**config.mk**
```make
export PLATFORM = sky130hd
export DESIGN_NAME = dpram_port_ctrl
export DESIGN_NICKNAME = d
export VERILOG_FILES = /design/src/rtl/dpram_pkg.sv /design/src/rtl/dpram_rd_pipe.sv /design/src/rtl/dpram_port_ctrl.sv
export SDC_FILE = /design/constraint.sdc
export NUM_CORES = 1
export LEC_CHECK = 0
export ABC_AREA = 0
export CORE_AREA = 3 3 97 99
export DETAILED_ROUTE_END_ITERATION = 16
export DIE_AREA = 0 0 100 102
export PLACE_DENSITY_LB_ADDON = 0.15
export SLEW_MARGIN = 40
export SYNTH_ARGS = -nofsm -noshare
export SYNTH_HDL_FRONTEND = slang
export SYNTH_HIERARCHICAL = 1
export SYNTH_SLANG_ARGS = --single-unit
```
**constraint.sdc**
```tcl
create_clock -name clk -period 1.75 [get_ports clk]
set_clock_uncertainty 0.05 [all_clocks]
set_input_delay 0.175 -clock clk [delete_from_list [all_inputs] [get_ports clk]]
set_output_delay 0.175 -clock clk [all_outputs]
set_load 0.02 [all_outputs]
```
**src/rtl/dpram_pkg.sv**
```systemverilog
// Shared widths, state encoding and helpers for the dual-port RAM port controller,
// its read-return pipe, the RAM model and the benches.
package dpram_pkg;

  localparam int ADDR_W       = 5;
  localparam int DATA_W       = 32;
  localparam int DEPTH        = 32;
  localparam int LEN_W        = 3;
  localparam int RD_LAT       = 2;
  localparam int DRAIN_CYCLES = 2;
  localparam int DRAIN_W      = (DRAIN_CYCLES > 1) ? $clog2(DRAIN_CYCLES) : 1;

  typedef enum logic [1:0] {
    ST_IDLE  = 2'd0,
    ST_WR    = 2'd1,
    ST_RD    = 2'd2,
    ST_DRAIN = 2'd3
  } state_t;

  // Burst addresses roll over the top of the array back to word 0.
  function automatic logic [ADDR_W-1:0] addr_inc(input logic [ADDR_W-1:0] a);
    return a + ADDR_W'(1);
  endfunction

endpackage

```
**src/rtl/dpram_rd_pipe.sv**
```systemverilog
// Read-return path: delays each issued beat by two cycles and captures the RAM
// output word one cycle after the beat, so data and valid line up.
module dpram_rd_pipe
  import dpram_pkg::*;
(
  input  logic              clk,
  input  logic              rst,
  input  logic              beat,
  input  logic [DATA_W-1:0] rd_word,
  output logic              rsp_valid,
  output logic [DATA_W-1:0] rsp_rdata
);

  logic [RD_LAT-1:0] vld_reg;
  logic [DATA_W-1:0] rdata_reg;

  always_ff @(posedge clk) begin
    if (rst) begin
      vld_reg   <= '0;
      rdata_reg <= '0;
    end else begin
      vld_reg <= {vld_reg[RD_LAT-2:0], beat};
      // The RAM presents the word for a beat during the following cycle.
      if (vld_reg[0]) begin
        rdata_reg <= rd_word;
      end
    end
  end

  assign rsp_valid = vld_reg[RD_LAT-1];
  assign rsp_rdata = rdata_reg;

endmodule

```
**src/rtl/dpram_port_ctrl.sv**
```systemverilog
// Single-port request front end for one port of a synchronous dual-port RAM:
// single-word writes and 1..8 word read bursts with a fixed two-cycle drain.
module dpram_port_ctrl
  import dpram_pkg::*;
(
  input  logic              clk,
  input  logic              rst,
  input  logic              req_valid,
  output logic              req_ready,
  input  logic              req_we,
  input  logic [ADDR_W-1:0] req_addr,
  input  logic [LEN_W-1:0]  req_len,
  input  logic [DATA_W-1:0] req_wdata,
  output logic              rsp_valid,
  output logic [DATA_W-1:0] rsp_rdata,
  output logic              busy,
  output logic [ADDR_W-1:0] A,
  output logic [DATA_W-1:0] I,
  output logic              WEB,
  output logic              CSB,
  output logic              OEB,
  input  logic [DATA_W-1:0] O
);

  state_t              state_reg, state_next;
  logic [LEN_W-1:0]    beat_cnt_reg, beat_cnt_next;
  logic [ADDR_W-1:0]   addr_reg, addr_next;
  logic [DATA_W-1:0]   wdata_reg, wdata_next;
  logic [DRAIN_W-1:0]  drain_cnt_reg, drain_cnt_next;
  logic                beat;

  always_ff @(posedge clk) begin
    if (rst) begin
      state_reg     <= ST_IDLE;
      beat_cnt_reg  <= '0;
      addr_reg      <= '0;
      wdata_reg     <= '0;
      drain_cnt_reg <= '0;
    end else begin
      state_reg     <= state_next;
      beat_cnt_reg  <= beat_cnt_next;
      addr_reg      <= addr_next;
      wdata_reg     <= wdata_next;
      drain_cnt_reg <= drain_cnt_next;
    end
  end

  always_comb begin
    state_next     = state_reg;
    beat_cnt_next  = beat_cnt_reg;
    addr_next      = addr_reg;
    wdata_next     = wdata_reg;
    drain_cnt_next = drain_cnt_reg;
    req_ready      = 1'b0;
    CSB            = 1'b1;
    WEB            = 1'b1;
    OEB            = 1'b1;
    beat           = 1'b0;

    case (state_reg)
      ST_IDLE: begin
        req_ready = 1'b1;
        // Request fields are captured only here, so changes while busy are ignored.
        if (req_valid) begin
          addr_next = req_addr;
          if (req_we) begin
            wdata_next = req_wdata;
            state_next = ST_WR;
          end else begin
            beat_cnt_next = req_len;
            state_next    = ST_RD;
          end
        end
      end

      ST_WR: begin
        CSB        = 1'b0;
        WEB        = 1'b0;
        state_next = ST_IDLE;
      end

      ST_RD: begin
        CSB  = 1'b0;
        OEB  = 1'b0;
        beat = 1'b1;
        if (beat_cnt_reg == '0) begin
          drain_cnt_next = '0;
          state_next     = ST_DRAIN;
        end else begin
          beat_cnt_next = beat_cnt_reg - LEN_W'(1);
          addr_next     = addr_inc(addr_reg);
        end
      end

      ST_DRAIN: begin
        // Output stays enabled so the last beat's word can still be captured.
        OEB = 1'b0;
        if (drain_cnt_reg == DRAIN_W'(DRAIN_CYCLES - 1)) begin
          state_next = ST_IDLE;
        end else begin
          drain_cnt_next = drain_cnt_reg + DRAIN_W'(1);
        end
      end

      default: begin
        state_next = ST_IDLE;
      end
    endcase
  end

  assign busy = (state_reg != ST_IDLE);
  assign A    = addr_reg;
  assign I    = wdata_reg;

  dpram_rd_pipe u_rd_pipe (
    .clk       (clk),
    .rst       (rst),
    .beat      (beat),
    .rd_word   (O),
    .rsp_valid (rsp_valid),
    .rsp_rdata (rsp_rdata)
  );

endmodule

```
==> flow_summary.toml <==
[timing]
worst_pin_slew_ps = 359.4
finalHoldViolations = 0
setup_viol = 0
fin_crit_sh_pct = 96.21
fmax_mhz = 593.9
rsz0062_at_grt = "true"
timing.slew.headroom_pct = 76.04
slew_violations = 0
fin_crit_ps = 1684
fin_tns_setup_ps = 0
hold_ws_ps = 162.6

[worst_setup_path]
cp_slowest_cell = "dfxtp_2"
path_class = "reg -> out"
required_ps = 1520
worstSetupStartpointType = "flop"
critPathArrivalTime_ps = 1460
endpoint_kind = "output port"
cpPeakStageDelay_ps = 340
crit_path_frequent_cell = "inv_1"
crit_buf_inv = 3
crit_chain = "inv_1 -> ha_2 -> inv_1 -> dlygate4sd2_1"
cpLargestDelayFamily = "buffers and inverters"
critPathMaxFanout = 8

[cts]
clock_tree.buffer_depth = 2
hold_buffers = 0
htree_levels = 3
cts_tree = "yes"
numCtsBuffers = 9
cts_root_buffer = "clkbuf_8"
clock-sinks = 77
post-cts-setup-buffer-count = 0
clk_latency_ps = 340
clk_pin_slew_ps = 80

[routing]
avgRoutedWirePerCell_um = 13.39
dr.pass1.iters = 4
ant_nets = 0
wl_um = 8112
first_iter_violations = 57
route.detailed.drc = 0
vias_per_cell = 4.653
vias = 2820

[placed_design]
dp_hpwl_um = 5862
dpl_cell_area_um2 = 4705
port_buffers = 150
place_congestion = 0.8172
dp.cells = 590

[synthesis]
synth.avg_cell_area_um2 = 9.003
yosysSeqAreaShare_pct = 49.92
synth_ff_type = "dfxtp_1"
yosys.area.top_type = "dfxtp_1"
synth.area.top_cells = "dfxtp_1, mux2i_1, nand2_1"
synth_most_common_cell = "dfxtp_1"
syn_nets = 427
async_reset_ff_share_pct = 0
synth_area_um2 = 3088
yosys_warnings = 6
synth.top_cell.area_share_pct = 49.92
synth_edf_count = 0
syn_inst = 343
ys_ff_latch = 77
yosysUniqueCellTypes = 32
synthTopCellsByCount = "dfxtp_1, nand2_1, nor2_1"

[run]
maxCapViolations = 0

[global_route]
grt.overflow.total = 0
first_global_vias = 2624
grt_pass1_wl_um = 12580
antenna_found_initial = 0
grt_usage_pct = 15.38
grt_max_degree = 42

[status]
run_status = "completed"

[cells_and_area]
drive_gt1_share_pct = 8.032
area_growth_syn_to_layout_pct = 60.62
n_antenna_cell = 0
fin_cells = 606
finish.instance_area_um2 = 4960
nNetsFinal = 577

[floorplanning]
core_area_um2 = 8636
row_count = 34
initial_core_util_pct = 35.76
io_pins = 151
die-height_um = 102
die_x_um = 100
die-area_um2 = 10200

[power_and_ir_drop]
ir_drop_v = 0.0007370
power_w = 0.006161
powerDensity_nw_per_um2 = 1242
p_leak_nw = 1.825

[worst_hold_path]
hold_class = "in -> reg"
## metal layers
metal  track usage [%]  up-vias  part of all wire, %
met2             24.37      115                   44
met4             4.456        0                  1.3
met1             19.19     1275                   44
li1                  -     1422                    -
met3             6.621        8                  9.8
met5                 0        -                    0
## power breakdown
group / switching (W) / leakage, nW / internal (W)
Clock: 0.000681 / 0.129 / 0.00100
Combinational: 0.00114 / 1.07 / 0.00113
Sequential: 0.000187 / 0.627 / 0.00202
## metrics by stage
| step | util (%) | setup WS, ps |
|---|---|---|
| 2_1_floorplan | - | 0.04996 |
| 3_3_place_gp | 54.48 | 60.66 |
| 3_5_place_dp | 54.48 | -15.82 |
| 4_1_cts | 57.40 | 24.86 |
| 5_1_grt | 57.43 | -34.55 |
| 6_report | 57.43 | 66.27 |
## placed cells by master (no fill, tap or decap), types with 2 or more instances in the layout
master           instances
nor2b_1                  4
a32o_1                   2
a211oi_1                 5
dlygate4sd2_1            3
clkdlybuf4s50_1        144
dfxtp_2                  2
mux2i_1                 35
nand3_1                  3
clkinv_4                 2
ha_1                     6
inv_1                   13
a21bo_2                  2
o21ai_0                  2
a21oi_1                 39
nor3_1                   2
bufinv_16                3
nand2_1                 69
nor2_1                  43
buf_12                   4
buf_4                    8
ha_2                     2
clkbuf_8                10
o21ai_1                  3
dfxtp_1                 75
nand2b_1                 2
## final cells by class
type / instances / area (µm²)
Sequential cell: 77 / 1544
Clock inverter: 6 / 118.9
Timing Repair Buffer: 162 / 1628
Inverter: 14 / 52.55
Tap cell: 108 / 135.1
Clock buffer: 10 / 137.6
Multi-Input combinational cell: 229 / 1344
Fill cell: 781 / 3676
## worst paths after layout
check / from / slack (ps) / depth (start not counted) / endpoint
hold / removal: rst / 160 / 2 / u_rd_pipe/vld_reg[0]
setup reg to reg: state_reg[0] / 70 / 7 / beat_cnt_reg[1]
hold reg to reg: I[27] / 400 / 2 / I[27]
setup / recovery: state_reg[1] / 70 / 4 / busy
## logic make-up (layout without fill, tap and decap cells)
group	Yosys count	after routing	synth area share, %
AOI/OAI and AO/OA	59	59	11.71
adders and majority gates	8	8	3.242
buffers and inverters	37	192	6.848
DFF	77	77	49.92
muxes	36	36	11.67
and+or+nand+nor	126	126	16.61
## repair_timing
| item | in CTS | in global routing |
|---|---|---|
| endpoints found under the hold margin | 0 | 0 |
| gates resized for setup | 6 | 5 |
| setup endpoints to repair | 9 | 10 |
Note: power is estimated with default switching activity, not from simulation.
